[src/rtl/pregrada_pkg.sv]
// rtl/pregrada_pkg.sv - shared constants, state encoding and coil phase table for the barrier stepper
package pregrada_pkg;

  localparam int STEP_DELAY_DEF   = 200000;
  localparam int SWEEP_STEPS_DEF  = 200;
  localparam int DWELL_CYCLES_DEF = 25000000;

  localparam logic [1:0] ST_IDLE  = 2'd0;
  localparam logic [1:0] ST_CLOSE = 2'd1;
  localparam logic [1:0] ST_DWELL = 2'd2;
  localparam logic [1:0] ST_OPEN  = 2'd3;

  localparam logic [3:0] MOTOR_OFF = 4'b0000;

  // Unipolar two-coils-on sequence; walking down the index closes, up reopens.
  function automatic logic [3:0] phase_pattern(input logic [1:0] idx);
    case (idx)
      2'd0:    phase_pattern = 4'b1100;
      2'd1:    phase_pattern = 4'b0110;
      2'd2:    phase_pattern = 4'b0011;
      default: phase_pattern = 4'b1001;
    endcase
  endfunction

  function automatic int max_int(input int a, input int b);
    max_int = (a > b) ? a : b;
  endfunction

endpackage

[src/rtl/step_tick.sv]
// rtl/step_tick.sv - step-rate prescaler; long_count lets the owner reuse the counter as a plain timer
module step_tick #(
  parameter int STEP_DELAY = 4,
  parameter int CW         = 3
) (
  input  logic          clk,
  input  logic          rst_n,
  input  logic          clear,
  input  logic          long_count,
  output logic [CW-1:0] count,
  output logic          tick
);

  assign tick = !clear && !long_count && (count == CW'(STEP_DELAY - 1));

  always_ff @(posedge clk or negedge rst_n) begin
    if (!rst_n) begin
      count <= '0;
    end else if (clear || tick) begin
      count <= '0;
    end else begin
      count <= count + 1'b1;
    end
  end

endmodule

[src/rtl/pregrada_stepper.sv]
// rtl/pregrada_stepper.sv - barrier actuator: close/dwell/reopen sweep per reject, one reject queued
// Define PREGRADA_HOLD_EN to keep the home phase energised while idle.
module pregrada_stepper
  import pregrada_pkg::*;
#(
  parameter int STEP_DELAY   = STEP_DELAY_DEF,
  parameter int SWEEP_STEPS  = SWEEP_STEPS_DEF,
  parameter int DWELL_CYCLES = DWELL_CYCLES_DEF,
  parameter int PW           = $clog2(SWEEP_STEPS + 1)
) (
  input  logic          clk,
  input  logic          rst_n,
  input  logic          reject_req,
  output logic          busy,
  output logic          done,
  output logic          drop,
  output logic [PW-1:0] position,
  output logic [3:0]    motor_pregrada
);

  localparam int TW = max_int(1, $clog2(max_int(STEP_DELAY, DWELL_CYCLES)));

  logic [1:0]    state;
  logic [1:0]    phase_idx;
  logic          pending;
  logic [PW-1:0] step_cnt;
  logic [TW-1:0] timer;
  logic          tick;
  logic          dwell_end;
  logic          last_step;
  logic          timer_clear;

  assign dwell_end   = (state == ST_DWELL) && (timer == TW'(DWELL_CYCLES - 1));
  assign last_step   = (step_cnt == PW'(SWEEP_STEPS - 1));
  assign timer_clear = (state == ST_IDLE) || dwell_end;

  step_tick #(
    .STEP_DELAY (STEP_DELAY),
    .CW         (TW)
  ) u_step_tick (
    .clk        (clk),
    .rst_n      (rst_n),
    .clear      (timer_clear),
    .long_count (state == ST_DWELL),
    .count      (timer),
    .tick       (tick)
  );

  always_ff @(posedge clk or negedge rst_n) begin
    if (!rst_n) begin
      state          <= ST_IDLE;
      phase_idx      <= 2'd0;
      pending        <= 1'b0;
      step_cnt       <= '0;
      position       <= '0;
      busy           <= 1'b0;
      done           <= 1'b0;
      drop           <= 1'b0;
      motor_pregrada <= MOTOR_OFF;
    end else begin
      done <= 1'b0;
      drop <= 1'b0;

      // A strobe outside IDLE is queued once; a second one is discarded.
      if (reject_req && (state != ST_IDLE)) begin
        if (pending) begin
          drop <= 1'b1;
        end else begin
          pending <= 1'b1;
        end
      end

      case (state)
        ST_IDLE: begin
          step_cnt <= '0;
          if (reject_req || pending) begin
            state   <= ST_CLOSE;
            busy    <= 1'b1;
            // A fresh strobe arriving while the queued one is consumed stays queued.
            pending <= pending && reject_req;
          end
        end

        ST_CLOSE: begin
          if (tick) begin
            phase_idx      <= phase_idx - 2'd1;
            motor_pregrada <= phase_pattern(phase_idx - 2'd1);
            if (position != PW'(SWEEP_STEPS)) begin
              position <= position + 1'b1;
            end
            if (last_step) begin
              step_cnt <= '0;
              state    <= ST_DWELL;
            end else begin
              step_cnt <= step_cnt + 1'b1;
            end
          end
        end

        ST_DWELL: begin
          if (dwell_end) begin
            state <= ST_OPEN;
          end
        end

        ST_OPEN: begin
          if (tick) begin
            phase_idx      <= phase_idx + 2'd1;
            motor_pregrada <= phase_pattern(phase_idx + 2'd1);
            if (position != '0) begin
              position <= position - 1'b1;
            end
            if (last_step) begin
              step_cnt <= '0;
              state    <= ST_IDLE;
              busy     <= 1'b0;
              done     <= 1'b1;
`ifndef PREGRADA_HOLD_EN
              // Coils drop out as the barrier reaches home so IDLE never holds torque.
              motor_pregrada <= MOTOR_OFF;
`endif
            end else begin
              step_cnt <= step_cnt + 1'b1;
            end
          end
        end

        default: begin
          state <= ST_IDLE;
        end
      endcase
    end
  end

endmodule

[config.mk]
export PLATFORM = sky130hd
export DESIGN_NAME = pregrada_stepper
export DESIGN_NICKNAME = d
export VERILOG_FILES = /design/src/rtl/pregrada_pkg.sv /design/src/rtl/step_tick.sv /design/src/rtl/pregrada_stepper.sv
export SDC_FILE = /design/constraint.sdc
export NUM_CORES = 1
export LEC_CHECK = 0
export CAP_MARGIN = 20
export CORE_MARGIN = 1.5
export CORE_UTILIZATION = 62
export CTS_BUF_LIST = sky130_fd_sc_hd__clkbuf_4
export CTS_CLUSTER_SIZE = 8
export DETAILED_ROUTE_END_ITERATION = 10
export PLACE_DENSITY = 0.79
export SETUP_SLACK_MARGIN = 0.02
export SLEW_MARGIN = 20
export SYNTH_ARGS = -nofsm -noshare
export SYNTH_HDL_FRONTEND = slang
export SYNTH_SLANG_ARGS = --single-unit
export TNS_END_PERCENT = 50
[constraint.sdc]
create_clock -name clk -period 3.1 [get_ports clk]
set_input_delay 0.31 -clock clk [delete_from_list [all_inputs] [get_ports clk]]
set_output_delay 0.31 -clock clk [all_outputs]
set_load 0.02 [all_outputs]
==> results by group <==
Global route
  • Vias in the first global route: 2,226
  • Pin count of the biggest net entering global routing: 28
  • First-pass GRT wire length: 10,400 um
  • Initial antenna violation count: 0
  • GRT Resource Usage Total: 0.248
  • Total grt overflow: 0

Worst setup path
  • Startpoint types: flip-flop
  • CP Launch Point: state[1]$_DFFE_PN0P_
  • FF-to-FF path depth: 8
  • CP endpoint kind: flip-flop
  • Maximum fanout along the worst path: 20
  • WP data required: 3380 ps
  • WS Path Type: flip-flop to flip-flop
  • RR Startpoint: state[1]$_DFFE_PN0P_
  • R2r setup slk: 430 ps
  • Reg-to-Reg End: position[6]$_DFFE_PN0P_
  • Critical path arrival: 2960 ps

Power
  • Clk pwr share: 0.247
  • Pwr Density: 563 mW/mm2
  • Leak: 0.00148 uW
  • Sw Pwr: 649 uW
  • Power Total: 1880 uW
  • Switch share: 0.345
  • Cell-internal power: 1230 uW
  • IR drop worst, VDD: 0.316 mV
  • Sequential power share: 0.428
  • Combinational group share of total power: 0.325

Drt
  • DRC violations left: 0
  • Vias per std cell: 6.03
  • Final wirelength: 5930 um
  • Pre-antenna DRT Iters: 5
  • Vias: 2,335
  • Per-cell routed wire length: 15.3 um
  • DR iter-0 viols: 184
  • Routed Antenna Nets: 0

Placement
  • DP Wirelength: 4320 um
  • Gp weighted congestion: 0.863
  • Pre-CTS setup slack: 464 ps
  • Number of port buffers: 17

Status
  • Outcome: finished, final reports clean

Synth
  • FF+latch count, synth: 53
  • Yosys top cell by area: dfrtp_1
  • Dominant synthesized flop cell: dfrtp_1
  • Ranking of synthesized cells by area: dfrtp_1, xor2_1, ha_1
  • Net Count, Synth: 330
  • Number of synthesized flops with an enable pin: 0
  • Distinct cell type count after synthesis: 50
  • Top cell type's share of synthesized area: 0.439
  • Cell Area, Synth: 0.00302 mm2
  • Gate count after technology mapping: 314
  • YS warnings: 0
  • Register area share after synthesis: 0.439
  • Ys async rst share: 1.00
  • Mean post-synth cell area: 9.62 um2

Final layout
  • Fill count: 355
  • Commonest non-fill, non-tap cell in the layout: dfrtp_1
  • # nets final: 348
  • Register area: 0.00133 mm2
  • Antenna Cells: 0
  • Area Overhead vs Synth: 10.5%
  • Multi-input logic area: 0.00159 mm2
  • Share of cells above drive strength 1: 0.0841
  • Most frequent cells in the layout: dfrtp_1, nor2_1, nand3_1

Clocking
  • CTS tree: done
  • Total CTS buffers: 5
  • Clk buf depth: 2
  • Clock slew at reported path FFs: 150 ps
  • CTS H-tree depth: 2
  • Clock latency at the later pin of the worst-skew pair: 380 ps
  • CTS root buf: clkbuf_4
  • Postcts setup bufs: 0
  • TritonCTS Sinks: 53

Timing
  • Setup TNS Final: 0 ps
  • Max-slew headroom: 0.572
  • Max Fclk: 0.374 GHz
  • Clock Skew: 12.5 ps
  • Final-report setup violation count: 0
  • Final Hold Viols: 0
  • Final worst-path cycle share: 0.862
  • RSZ-0062 raised after global routing: false
  • Worst slew pin tran: 642 ps
  • Post-route setup slack: 427 ps
  • Crit path time final: 2670 ps
  • Fin Hold WS: 437 ps
  • Max-slew violation total from the final report: 0

Die
  • Die width: 72.8 um
  • Initial core utilization: 0.643
  • Die H: 72.8 um
  • Die area: 0.00530 mm2
  • Core box area: 0.00469 mm2
  • Io pins: 18
  • Core Rows: 25

Hold path
  • Worst Hold Class: input port to async pin

Flow run
  • Max-cap violation count: 0
==> layout make-up <==
class | instances | area share
inverters | 13 | 0.0146
flip-flops and latches | 53 | 0.397
clock inverters | 3 | 0.0195
clock buffers | 5 | 0.0112
repair buffers | 22 | 0.0615
multi-input cells | 237 | 0.475
well taps | 54 | 0.0202
==> routing by layer <==
| layer | track usage | routed length, um | vias up |
|---|---|---|---|
| li1 | - | - | 1154 |
| met3 | 0.0511 | 188 | 12 |
| met4 | 0.0901 | 108 | 0 |
| met1 | 0.327 | 2760 | 1120 |
| met2 | 0.407 | 2870 | 49 |
| met5 | 0 | 0 | - |
==> power groups by stage <==
stage	Combinational (uW)	Clock, uW	Sequential, uW
after floorplan	463	0	818
after global placement	579	0	811
after detailed placement	608	0	818
after CTS	611	477	804
after global routing	685	502	814
final	610	465	805
==> critical path: stages (launching register included) <==
cell      delay, ps
dfrtp_1         420
ha_1            590
inv_1           220
fa_1            460
nor2b_1         140
o21a_1          180
o21a_1          150
o311ai_0        140
mux2_2          290
==> synth_stat cells (2+ instances only) <==
cell and n:
nor4b_2 2, buf_2 4, clkbuf_1 4, o21a_1 4
buf_4 3, and2_1 6, o21ai_1 2, nand4_1 10
xnor2_1 11, dfrtp_1 53, o21ai_0 10, ha_1 12
nor2_1 33, nor4b_1 2, mux2_2 4, a31oi_1 3
o31ai_1 2, and4_1 6, nor2b_1 2, inv_1 13
nor3_1 8, or3_1 5, o2111ai_1 2, or4_1 2
a21oi_1 12, xor2_1 19, nor4_1 4, o211ai_1 4
nand2_1 23, nand3_1 24, a21o_1 2, and3_1 5
==> registers in the layout, indices dropped and copies added (netlist names) <==
signal	count
u_step_tick.count	25
pending	1
drop	1
done	1
position	8
motor_pregrada	4
state	2
phase_idx	2
busy	1
step_cnt	8
==> logic make-up (layout without fill, tap and decap cells) <==
logic type	Yosys count	in the layout	share of synthesized area
xor+xnor	30	30	0.0870
compound gates	47	47	0.106
buf+inv	24	43	0.0352
mux	6	6	0.0220
fa+ha+maj	13	13	0.0564
flops	53	53	0.439
simple gates	141	141	0.254
==> metrics by stage <==
step / cells / cell area, um2 / utilization
global route: 387 / 3340 / 0.711
finish: 387 / 3340 / 0.711
floorplan: 314 / 3020 / -
detailed placement: 378 / 3220 / 0.687
CTS: 387 / 3340 / 0.711
global placement: 378 / 3220 / 0.687
==> what timing repair did <==
action / 4_1_cts / 5_1_grt
endpoints found under the hold margin: 26 / 0
resized for setup: 0 / 0
hold buffers: 1 / 0
==> worst max path at each step <==
stage	end	slack, ps	cells past startpoint
after detailed placement	position[6]$_DFFE_PN0P_	460	8
after global routing	position[6]$_DFFE_PN0P_	240	8
after floorplan	position[6]$_DFFE_PN0P_	690	9
final	position[6]$_DFFE_PN0P_	430	8
after CTS	position[6]$_DFFE_PN0P_	440	8
after global placement	position[6]$_DFFE_PN0P_	620	8
Note: power is estimated with default switching activity, not from simulation.
